==> src/rtl/cp_pkg.sv <==
// Shared types and default widths for the CP pointer loop controller and its pointer register.
package cp_pkg;

  localparam int DEF_PTR_W = 4;
  localparam int DEF_CNT_W = 4;

  typedef enum logic [2:0] {
    ST_IDLE  = 3'd0,
    ST_CLEAR = 3'd1,
    ST_LOAD  = 3'd2,
    ST_RUN   = 3'd3,
    ST_DONE  = 3'd4
  } cp_state_t;

endpackage

==> src/rtl/cp_loop_ctrl.sv <==
// Loop controller sweeping an external pointer register from base to limit for a number of passes.
// Strobes follow state/adv combinationally; adv is the only flow control and is honoured only in RUN.
module cp_loop_ctrl
  import cp_pkg::*;
#(
  parameter int PTR_W = DEF_PTR_W,
  parameter int CNT_W = DEF_CNT_W
) (
  input  logic             Clk,
  input  logic             RST,
  input  logic             start,
  input  logic [PTR_W-1:0] base,
  input  logic [PTR_W-1:0] limit,
  input  logic [CNT_W-1:0] passes,
  input  logic             adv,
  input  logic [PTR_W-1:0] cp_val,
  output logic             cp_wen,
  output logic [PTR_W-1:0] cp_bus,
  output logic             cp_inc,
  output logic             cp_rst,
  output logic             busy,
  output logic             done,
  output logic [CNT_W-1:0] pass_cnt
);

  localparam logic [CNT_W:0] CNT_ONE = {{CNT_W{1'b0}}, 1'b1};

  cp_state_t        state;
  logic [PTR_W-1:0] base_r;
  logic [PTR_W-1:0] limit_r;
  logic [CNT_W-1:0] passes_r;

  logic [CNT_W:0]   eff_passes;
  logic [CNT_W:0]   cnt_plus1;
  logic [CNT_W-1:0] cnt_sat;
  logic             at_limit;
  logic             last_pass;

  // A pass count of zero runs once; the compare is one bit wider so it cannot wrap.
  assign eff_passes = (passes_r == '0) ? CNT_ONE : {1'b0, passes_r};
  assign cnt_plus1  = {1'b0, pass_cnt} + CNT_ONE;
  assign cnt_sat    = (pass_cnt == '1) ? pass_cnt : cnt_plus1[CNT_W-1:0];
  assign at_limit   = (cp_val == limit_r);
  assign last_pass  = !(cnt_plus1 < eff_passes);

  assign busy = (state != ST_IDLE);
  assign done = (state == ST_DONE);

  always_comb begin
    cp_wen = 1'b0;
    cp_bus = '0;
    cp_inc = 1'b0;
    cp_rst = 1'b0;
    if (!RST) begin
      case (state)
        ST_CLEAR: cp_wen = 1'b1;
        ST_LOAD: begin
          cp_wen = 1'b1;
          cp_bus = base_r;
        end
        ST_RUN: begin
          if (adv) begin
            if (!at_limit)       cp_inc = 1'b1;
            else if (!last_pass) cp_rst = 1'b1;
          end
        end
        default: ;
      endcase
    end
  end

  always_ff @(posedge Clk) begin
    if (RST) begin
      state    <= ST_IDLE;
      base_r   <= '0;
      limit_r  <= '0;
      passes_r <= '0;
      pass_cnt <= '0;
    end else begin
      case (state)
        ST_IDLE: begin
          if (start) begin
            base_r   <= base;
            limit_r  <= limit;
            passes_r <= passes;
            pass_cnt <= '0;
            // A nonzero pointer must pass through zero so the register re-captures its base.
            state    <= (cp_val != '0) ? ST_CLEAR : ST_LOAD;
          end
        end
        ST_CLEAR: state <= ST_LOAD;
        ST_LOAD:  state <= ST_RUN;
        ST_RUN: begin
          if (adv && at_limit) begin
            pass_cnt <= cnt_sat;
            if (last_pass) state <= ST_DONE;
          end
        end
        ST_DONE:  state <= ST_IDLE;
        default:  state <= ST_IDLE;
      endcase
    end
  end

endmodule

==> config.mk <==
export PLATFORM = sky130hd
export DESIGN_NAME = cp_loop_ctrl
export DESIGN_NICKNAME = d
export VERILOG_FILES = /design/src/rtl/cp_pkg.sv /design/src/rtl/cp_loop_ctrl.sv
export SDC_FILE = /design/constraint.sdc
export NUM_CORES = 1
export LEC_CHECK = 0
export CORE_ASPECT_RATIO = 0.7
export CORE_UTILIZATION = 28
export CTS_CLUSTER_SIZE = 24
export DETAILED_ROUTE_END_ITERATION = 6
export SKIP_CTS_REPAIR_TIMING = 1
export SLEW_MARGIN = 20
export SYNTH_ARGS = -nofsm -noshare
export SYNTH_HDL_FRONTEND = slang
export SYNTH_SLANG_ARGS = --single-unit
export TNS_END_PERCENT = 30
==> constraint.sdc <==
create_clock -name Clk -period 2.4 [get_ports Clk]
set_input_delay 0.24 -clock Clk [delete_from_list [all_inputs] [get_ports Clk]]
set_output_delay 0.24 -clock Clk [all_outputs]
set_load 0.005 [all_outputs]
; ---- Word-level counts from Yosys, hierarchy flattened
; Index checks and enable logic that the tools add are counted.
[op_classes]
mux = 23
n_addsub = 1
order_cmp = 1
eq_ne = 10
n_reduce_logical = 10
[op_table]
columns = op, n
row1 = 2-to-1 mux 4 bit, 6
row2 = one-hot mux 3 bit (4 select lines), 1
row3 = 2-to-1 mux 1 bit, 11
row4 = 2-to-1 mux 3 bit, 3
row5 = != test 2 bit (second input constant), 4
row6 = one-hot mux 4 bit (2 select lines), 1
row7 = equality test 3 x 2 -> 1 bit (second input constant), 2
row8 = adder 4 x 1 -> 5 bit (second input constant), 1
row9 = less-than comparator 5 x 4 -> 1 bit, 1
row10 = equality test 4 bit, 1
row11 = equality test 4 bit (second input constant), 1
row12 = logical NOT 4 bit, 1
row13 = AND reduction 4 bit, 1
row14 = nonzero test 4 bit, 1
row15 = equality test 3 x 1 -> 1 bit (second input constant), 1
row16 = equality test 3 bit (second input constant), 1
row17 = logical NOT 3 bit, 1
row18 = AND reduction 3 bit, 1
row19 = nonzero test 3 bit, 1
row20 = 2-to-1 mux 2 bit, 1
row21 = AND reduction 2 bit, 1
row22 = nonzero test 2 bit, 1
row23 = OR reduction 2 bit, 1
row24 = logical AND 1 bit, 1
[totals]
input_bits = 20
output_inout_bits = 13
regBits = 19
word_cells = 50

; ---- Depth between registers and ports, before layout
; Gate-level depths: netlist (run 1).
[logic_depth]
word_depth = 8
depth_mapped = 7
depth_no_buf = 7

; ---- Worst setup path before layout (run 1)
; No wires, ideal clock.
[synth_path]
path_type = flip-flop to output port
start = register pass_cnt[0]
end = output port cp_rst
path_slack_ns = 0.468
required_time_ns = 2.160
path_stages_with_launch = 8
path_buffers = 0
t_arrival_ns = 1.692
path_cell_list = dfxtp_1 > ha_1 > xor2_1 > ha_1 > a21o_1 > a211oi_1 > o21ai_0 > nor2_1
[synth_via]
elab_chain_len = 7
[synth_lines]
columns = item, line_no
row1 = start: declaration, cp_loop_ctrl.sv:23  ; output logic [CNT_W-1:0] pass_cnt
row2 = start signal: assignment, cp_loop_ctrl.sv:95  ; pass_cnt <= cnt_sat;
row3 = adder 4 x 1 -> 5 bit, cp_loop_ctrl.sv:41  ; assign cnt_plus1 = {1'b0, pass_cnt} + CNT_ONE;
row4 = less-than comparator 5 x 4 -> 1 bit, cp_loop_ctrl.sv:44  ; assign last_pass = !(cnt_plus1 < eff_passes);
row5 = 2-to-1 mux 1 bit, cp_loop_ctrl.sv:64  ; else if (!last_pass) cp_rst = 1'b1;
row6 = 2-to-1 mux 1 bit, cp_loop_ctrl.sv:63  ; if (!at_limit) cp_inc = 1'b1;
row7 = 2-to-1 mux 1 bit, cp_loop_ctrl.sv:62  ; if (adv) begin
row8 = 2-to-1 mux 1 bit, cp_loop_ctrl.sv:55  ; case (state)
row9 = 2-to-1 mux 1 bit, cp_loop_ctrl.sv:54  ; if (!RST) begin
row10 = end: declaration, cp_loop_ctrl.sv:20  ; output logic cp_rst,
; Every way passes these cells.

; ---- Final worst setup path (run 1)
[layout_path]
start = register pass_cnt[1]
end = output port cp_rst
; The elaborated chain is that of the path after synthesis.

==> results.py, run 1 <==
metrics = {
    "critical_path": {
        "crit_path_max_fanout": 4,
        "start_kind": "register",
        "worstRegToRegCells": 8,
        "critPathCaptureType": "output port",
        "worstPathRequired_ns": 2.16,
        "crit_arrival_ns": 1.98,
        "critPathKind": "reg2out",
    },
    "logic_synthesis": {
        "synthTopCellsByCount": "31 x nand2_1, 19 x dfxtp_1, 12 x a21oi_1, 7 x and2_1, 7 x nor2_1",
        "synth_top_area_cell": "dfxtp_1",
        "synth_area_leaders": "dfxtp_1 37%, nand2_1 11%, a21oi_1 5.8%, ha_1 4.8%, and2_1 4.2%",
        "syn_avg_cell_area_um2": 8.03,
        "synth_edf_count": 0,
        "syn_area_um2": 1040,
        "yosysTopAreaCellShare_pct": 36.7,
        "ys_ff_latch": 19,
        "async_flop_share_pct": 0,
        "ys_seq_area_share_pct": 36.7,
        "synth_flop_cell": "dfxtp_1",
        "ys_types": 33,
        "netlist_instances": 129,
        "synth_most_common_cell": "nand2_1",
        "syn_nets": 153,
        "yosys_warnings": 0,
    },
    "layout": {
        "multi_input_area_um2": 639,
        "regArea_um2": 382,
        "final_cells": 216,
        "drive_above_1_share_pct": 12.7,
        "n_antenna_cell": 0,
        "fin_nets": 191,
        "fill_cells": 353,
        "final_util_pct": 43.1,
        "syn_to_final_growth_pct": 47.1,
    },
    "floorplan": {
        "start_util_pct": 29.3,
        "die_h_um": 52.9,
        "dieWidth_um": 74.7,
        "die-area_um2": 3950,
        "rows": 18,
        "ios": 33,
        "core_area_um2": 3540,
    },
    "route": {
        "initialDrtViolationCount": 56,
        "first_pass_iters": 4,
        "viasPerCell": 4.61,
        "wl_per_cell_um": 12.4,
        "drcViolationCount": 0,
        "ant_nets": 0,
        "vias": 996,
        "wl_mm": 2.69,
    },
    "global_routing": {
        "grt_pass1_wl_mm": 3.99,
        "antenna_found_initial": 0,
        "grt_pass1_vias": 906,
        "grt_overflow_total": 0,
        "grt_max_degree": 19,
        "track_usage_pct": 13.5,
    },
    "placed_design": {
        "io_buffer_count": 32,
        "dp_cells": 212,
        "hpwl_mm": 1.99,
        "gp_congestion": 0.732,
    },
    "run": {
        "maxCapViolCount": 0,
    },
    "power": {
        "power_density_nw_per_um2": 474,
        "leakagePower_nw": 0.627,
        "power.switching_w": 0.000195,
        "combPwrFrac_pct": 20.4,
        "ir_drop_mv": 0.178,
        "seqPwrFrac_pct": 48.3,
        "swShare_pct": 27.1,
        "clkPwrFrac_pct": 31.3,
        "intPower_w": 0.000527,
    },
    "cts": {
        "clock-sinks": 19,
        "clk_latency_ns": 0.26,
        "max-clock-path-buffers": 2,
        "cts.clk_slew.worst_paths_ns": 0.07,
        "root_buffer": "clkbuf_8",
        "cts_made_buffers": 3,
        "h-tree-depth": 1,
        "tritoncts": "yes",
    },
    "timing": {
        "tightest_slew_ns": 0.508,
        "max_freq_mhz": 451,
        "min_period_ns": 2.22,
        "hold_viol_final": 0,
        "setup_viol": 0,
        "tns_ns": 0,
        "finalMaxSlewViolations": 0,
        "relSlewSlack_pct": 65.6,
        "worst_clock_skew_ns": 0.00120,
        "timing.final.crit_share_pct": 92.3,
        "rsz0062_at_grt": "false",
    },
    "status": {
        "outcome": "complete, no violations",
    },
    "min_path": {
        "hp-class": "reg2reg",
        "whs_path_depth": 2,
    },
}
[area by class of cell]
type                    count  area share [%]
flip-flops and latches     19            25.0
inverters                   5            1.23
repair buffers             39            24.6
clock inverters             1           0.328
clock buffers               3            2.71
multi-input cells          99            42.0
well taps                  50            4.11
[sequential cells by signal, indices dropped and copies added (netlist names)]
register	count
base_r	4
limit_r	4
state	3
pass_cnt	4
passes_r	4
[metrics by stage]
| step | instance area [um^2] | total power [W] | hold WS [ns] | setup WS [ns] |
|---|---|---|---|---|
| floorplan | 1040 | 0.000429 | 0.376 | 0.468 |
| global placement | 1450 | 0.000497 | 0.440 | 0.0139 |
| detailed placement | 1450 | 0.000501 | 0.446 | -0.0319 |
| CTS | 1490 | 0.000728 | 0.456 | -0.319 |
| global route | 1520 | 0.000757 | 0.473 | 0.0832 |
| finish | 1520 | 0.000722 | 0.453 | 0.184 |
[critical path, stage by stage (launching register included)]
cell and delay (ns):
dfxtp_1 0.34, ha_4 0.18, xor2_1 0.14, ha_1 0.32, a21o_1 0.17, a211oi_2 0.24
o21ai_2 0.10, nor2_1 0.10, dlymetal6s2s_1 0.13
[path summary, 6_finish.rpt]
kind,startpoint,end,slack [ns]
worst max-delay path,pass_cnt[1],cp_rst,0.18
worst min-delay path,base_r[2],base_r[2],0.45
worst max register to register,pass_cnt[1],state[2],0.52
worst min register to register,base_r[2],base_r[2],0.45
[cell usage in the layout, fill, tap and decap left out, types with 2 or more instances in the layout]
cell type and instances:
nor3b_1 3, buf_4 7, nand4_1 2, ha_1 3, clkdlybuf4s50_1 31, nor2_1 7, mux2i_1 2, nand2_1 31
xor2_1 5, nor3_1 2, and3_1 2, a21oi_1 12, dfxtp_1 18, nand3_1 2, and2_1 7, inv_1 5
a31oi_1 2, clkbuf_8 3
[logic make-up (layout without fill, tap and decap cells)]
kind of cell | count (synthesis) | in the layout | synth area share (%)
AND/OR/NAND/NOR | 63 | 63 | 32.0
AO/OA/AOI/OAI | 22 | 22 | 12.8
flip-flops | 19 | 19 | 36.7
buffers and inverters | 11 | 48 | 4.35
XOR/XNOR | 7 | 7 | 5.92
adder cells (fa/ha/maj) | 4 | 4 | 4.83
multiplexers | 3 | 3 | 3.38
[power by group through the flow]
stage	Sequential [W]	Combinational, W	Clock (W)
final	0.000349	0.000147	0.000226
after global routing	0.000351	0.000163	0.000243
after CTS	0.000349	0.000146	0.000234
after detailed placement	0.000356	0.000145	0
after global placement	0.000355	0.000142	0
after floorplan	0.000346	0.0000830	0
[routing by layer]
layer,GRT usage [%],part of all wire (%),vias to the layer above,wire (um)
li1,-,-,513,-
met1,18.7,50,450,1350
met2,20.6,44,31,1180
met3,3.81,5.1,2,137
met4,2.83,0.63,0,17
met5,0,0,-,0
Power figures use the tool's default switching activity.
==> run 2: changes to the inputs <==
--- a/config.mk
+++ b/config.mk
@@ -6,9 +6,11 @@
 export NUM_CORES = 1
 export LEC_CHECK = 0
 export CORE_ASPECT_RATIO = 0.7
-export CORE_UTILIZATION = 28
+export CORE_UTILIZATION = 45
+export CTS_BUF_LIST = sky130_fd_sc_hd__clkbuf_16
 export CTS_CLUSTER_SIZE = 24
 export DETAILED_ROUTE_END_ITERATION = 6
+export PLACE_DENSITY = 0.78
 export SKIP_CTS_REPAIR_TIMING = 1
 export SLEW_MARGIN = 20
 export SYNTH_ARGS = -nofsm -noshare
==> run 2 against run 1 <==
  * The run now ends with DRC left
  * Sequential share of layout area is 0.062 points higher
  * Die area shrank 37%
  * Clock skew rose by 0.0025 ns
  * Global-route usage increased by 10 points
  * Clock power grew 55%
  * Sequential power barely moved
  * Cell count shrank 7.9%
  * Register-to-register slack lost 0.17 ns
  * Highest routed layer unchanged
==> results.py, run 2 (synthesis gave the netlist of run 1 again) <==
metrics = {
    "status": {
        "outcome": "finished with violations",
        "violations": "DRC",
    },
    "timing": {
        "tightest_slew_ns": 0.455,
        "max_freq_mhz": 439,
        "worst_clock_skew_ns": 0.00370,
        "rsz0062_at_grt": "false",
        "hold_viol_final": 0,
        "finalMaxSlewViolations": 0,
        "relSlewSlack_pct": 69.6,
        "tns_ns": 0,
        "min_period_ns": 2.28,
        "setup_viol": 0,
        "timing.final.crit_share_pct": 94.9,
    },
    "critical_path": {
        "crit_path_max_fanout": 2,
        "crit_arrival_ns": 2.04,
        "critPathKind": "reg2out",
        "r2r_setup_slack_ns": 0.35,
        "critPathCaptureType": "output port",
        "worstRegToRegCells": 9,
        "worstPathRequired_ns": 2.16,
        "start_kind": "register",
        "r2r_end": "state[2]",
        "r2r-start": "pass_cnt[0]",
    },
    "floorplan": {
        "ios": 33,
        "die_h_um": 42.1,
        "core_area_um2": 2150,
        "dieWidth_um": 59.4,
        "rows": 14,
        "start_util_pct": 48.1,
        "die-area_um2": 2500,
    },
    "min_path": {
        "whs_path_depth": 2,
        "min_to": "base_r[3]",
        "hp-class": "reg2reg",
        "hold_path.startpoint": "base_r[3]",
    },
    "cts": {
        "tritoncts": "yes",
        "h-tree-depth": 1,
        "max-clock-path-buffers": 2,
        "clock-sinks": 19,
        "cts.clk_slew.worst_paths_ns": 0.06,
        "cts_made_buffers": 3,
        "root_buffer": "clkbuf_16",
        "clk_latency_ns": 0.26,
    },
    "power": {
        "ir_drop_mv": 0.435,
        "power_density_nw_per_um2": 558,
        "leakagePower_nw": 0.635,
    },
    "route": {
        "wl_per_cell_um": 12.7,
        "drcViolationCount": 1,
        "vias": 1014,
        "initialDrtViolationCount": 69,
        "viasPerCell": 5.10,
        "ant_nets": 0,
        "first_pass_iters": 6,
        "wl_mm": 2.53,
    },
    "layout": {
        "fin_nets": 192,
        "drive_above_1_share_pct": 10.2,
        "final_util_pct": 70.3,
        "n_antenna_cell": 0,
        "layout_common_cells": "31 x nand2_1, 31 x clkdlybuf4s50_1, 19 x dfxtp_1",
        "syn_to_final_growth_pct": 46.3,
    },
    "global_routing": {
        "grt_max_degree": 19,
        "track_usage_pct": 23.8,
        "grt_overflow_total": 0,
        "grt_pass1_vias": 1000,
        "antenna_found_initial": 0,
        "grt_pass1_wl_mm": 4.42,
    },
    "placed_design": {
        "hpwl_mm": 1.91,
        "io_buffer_count": 32,
        "gp_congestion": 0.874,
    },
    "run": {
        "maxCapViolCount": 0,
    },
}
run 2: worst max path at each step:
stage,endpoint,slack (ns),startpoint
after floorplan,cp_rst,0.47,pass_cnt[0]
after global placement,cp_rst,0.07,pass_cnt[0]
after detailed placement,cp_rst,-0.0004,pass_cnt[0]
after CTS,cp_rst,-0.29,pass_cnt[0]
after global routing,cp_rst,0.02,pass_cnt[0]
final,cp_rst,0.12,pass_cnt[0]
run 2: report_power, final:
| group | switching, W | internal, W |
|---|---|---|
| Clock | 0.000125 | 0.000225 |
| Sequential | 0.0000167 | 0.000333 |
| Combinational | 0.0000669 | 0.0000788 |
| Total | 0.000209 | 0.000637 |
run 2: area by class of cell:
| type | instances | area, um^2 |
|---|---|---|
| fill | 186 | 639 |
| sequential | 19 | 380 |
| clock inverter | 1 | 7.51 |
| tap | 32 | 40.0 |
| inverter | 5 | 18.8 |
| timing repair buffer | 40 | 383 |
| multi-input combinational | 99 | 611 |
| clock buffer | 3 | 75.1 |
run 2: metal layers:
layer	global-route usage [%]	routed length, um	part of all wire [%]	vias to the layer above
li1	-	-	-	516
met2	37.5	1210	48	26
met3	6.79	133	5.3	7
met1	29.5	1130	45	465
met4	11.4	53	2.1	0
met5	0	0	0	-
run 2: through the flow:
stage	instance area (um^2)	total power [W]	hold slack, ns	setup slack [ns]	std cells
after detailed placement	1420	0.000498	0.444	-0.000369	194
after global routing	1520	0.000890	0.467	0.0205	199
after CTS	1510	0.000849	0.452	-0.289	198
after global placement	1420	0.000491	0.440	0.0692	194
after floorplan	1040	0.000429	0.376	0.468	129
final	1520	0.000846	0.448	0.123	199
run 2: critical path, cell delays in order, from the launching register on:
cell and delay, ns:
dfxtp_1 0.31, ha_1 0.22, xor2_1 0.15, ha_1 0.32
a21o_1 0.17, a211oi_1 0.22, o21ai_1 0.13, nor2_1 0.13
dlymetal6s2s_1 0.13
==> run 3: changes to the inputs <==
--- a/config.mk
+++ b/config.mk
@@ -8,9 +8,10 @@
 export CORE_ASPECT_RATIO = 0.7
 export CORE_UTILIZATION = 45
 export CTS_BUF_LIST = sky130_fd_sc_hd__clkbuf_16
-export CTS_CLUSTER_SIZE = 24
+export CTS_CLUSTER_SIZE = 28
 export DETAILED_ROUTE_END_ITERATION = 6
 export PLACE_DENSITY = 0.78
+export SETUP_SLACK_MARGIN = 0.3
 export SKIP_CTS_REPAIR_TIMING = 1
 export SLEW_MARGIN = 20
 export SYNTH_ARGS = -nofsm -noshare
==> run 3 against run 2 <==
  * The run now ends clean
  * Fmax up 4.3%
  * Cell count up 1.0%
  * Critical path depth unchanged
  * Count of clock-buffer cells in the layout unchanged
  * Setup slack better by 0.094 ns
  * Die area unchanged
  * Clock power about the same
  * Highest routed layer unchanged
==> results.py, run 3 (synthesis gave the netlist of run 1 again) <==
metrics = {
    "floorplan": {
        "dieWidth_um": 59.4,
        "core_area_um2": 2150,
        "start_util_pct": 48.1,
        "rows": 14,
        "ios": 33,
        "die_h_um": 42.1,
        "die-area_um2": 2500,
    },
    "critical_path": {
        "crit_arrival_ns": 1.94,
        "worstPathCellList": "ha_4 -> xor2_2 -> ha_1 -> a21o_1 -> a211oi_2 -> o21ai_1 -> nor2_1 -> buf_2",
        "critPathKind": "reg2out",
        "crit_path_max_incr_delay_ns": 0.34,
        "start_kind": "register",
        "crit_path_max_fanout": 2,
        "worstPathRequired_ns": 2.16,
        "r2r_setup_slack_ns": 0.42,
        "crit_family": "compound AO/OA/AOI/OAI gates",
        "path_buf_inv": 1,
        "critPathSlowestCell": "dfxtp_2",
        "critPathCaptureType": "output port",
    },
    "placed_design": {
        "gp_congestion": 0.874,
        "post-place-ws_ns": -0.000369,
        "hpwl_mm": 1.91,
        "dpl-instance-area_um2": 1420,
        "io_buffer_count": 32,
        "dp_cells": 194,
    },
    "timing": {
        "rsz0062_at_grt": "true",
        "relSlewSlack_pct": 66.7,
        "tightest_slew_ns": 0.499,
        "fin_ws_ns": 0.217,
        "setup_viol": 0,
        "hold_viol_final": 0,
        "finalMaxSlewViolations": 0,
        "whs_ns": 0.448,
        "timing.final.crit_share_pct": 91.0,
        "worst_clock_skew_ns": 0.00400,
        "max_freq_mhz": 458,
        "min_period_ns": 2.18,
    },
    "route": {
        "vias": 1062,
        "initialDrtViolationCount": 81,
        "wl_per_cell_um": 14.2,
        "viasPerCell": 5.28,
        "first_pass_iters": 4,
        "wl_mm": 2.85,
        "ant_nets": 0,
        "drcViolationCount": 0,
    },
    "global_routing": {
        "track_usage_pct": 23.8,
        "grt_overflow_total": 0,
        "grt_max_degree": 19,
        "grt_pass1_vias": 1000,
        "grt_pass1_wl_mm": 4.42,
        "antenna_found_initial": 0,
    },
    "power": {
        "power_density_nw_per_um2": 547,
        "leakagePower_nw": 0.637,
        "power.total_w": 0.000854,
        "ir_drop_mv": 0.427,
    },
    "cts": {
        "clock-sinks": 19,
        "clk_latency_ns": 0.26,
        "tritoncts": "yes",
        "cts.clk_slew.worst_paths_ns": 0.06,
        "cts_made_buffers": 3,
        "root_buffer": "clkbuf_16",
        "max-clock-path-buffers": 2,
        "h-tree-depth": 1,
    },
    "layout": {
        "drive_above_1_share_pct": 16.6,
        "final_cells": 201,
        "fin_nets": 194,
        "layout_common_cells": "31 x nand2_1, 31 x clkdlybuf4s50_1, 15 x dfxtp_1",
        "n_antenna_cell": 0,
        "final_cell_area_um2": 1560,
        "fill_cells": 166,
        "syn_to_final_growth_pct": 50.6,
    },
    "run": {
        "maxCapViolCount": 0,
    },
    "status": {
        "outcome": "complete, no violations",
    },
    "min_path": {
        "hp-class": "reg2reg",
    },
}
-- run 3: area by class of cell --
type | instances | area, um^2 | share of cell area [%]
sequential | 19 | 385 | 24.7
inverter | 5 | 18.8 | 1.20
multi-input combinational | 99 | 643 | 41.2
tap | 32 | 40.0 | 2.57
clock buffer | 3 | 75.1 | 4.81
timing repair buffer | 42 | 390 | 25.0
clock inverter | 1 | 7.51 | 0.481
-- run 3: metrics by stage --
stage	utilization, %	setup TNS (ns)
floorplan	-	0
global placement	66.0	0
detailed placement	66.0	-0.000369
CTS	69.9	-0.289
global route	72.4	0
finish	72.4	0
-- run 3: layer usage --
metal	GRT usage [%]	share of wire, %
met4	11.4	2.2
met2	37.5	50
met3	6.79	5.8
met1	29.5	42
met5	0	0
-- run 3: final timing paths --
path,end,from,depth (start not counted)
worst max-delay path,cp_rst,pass_cnt[1],8
worst min-delay path,base_r[2],base_r[2],2
worst max register to register,state[0],pass_cnt[1],9
worst min register to register,base_r[2],base_r[2],2
-- run 3: power breakdown --
group,internal [W],switching [W]
logic,0.0000803,0.0000700
clock network,0.000225,0.000127
registers,0.000333,0.0000173
total,0.000639,0.000215
-- run 3: worst min-delay path, stage by stage, from the launching register on --
cell and delay (ns):
dfxtp_1 0.30, nand2_1 0.05, a21oi_1 0.05
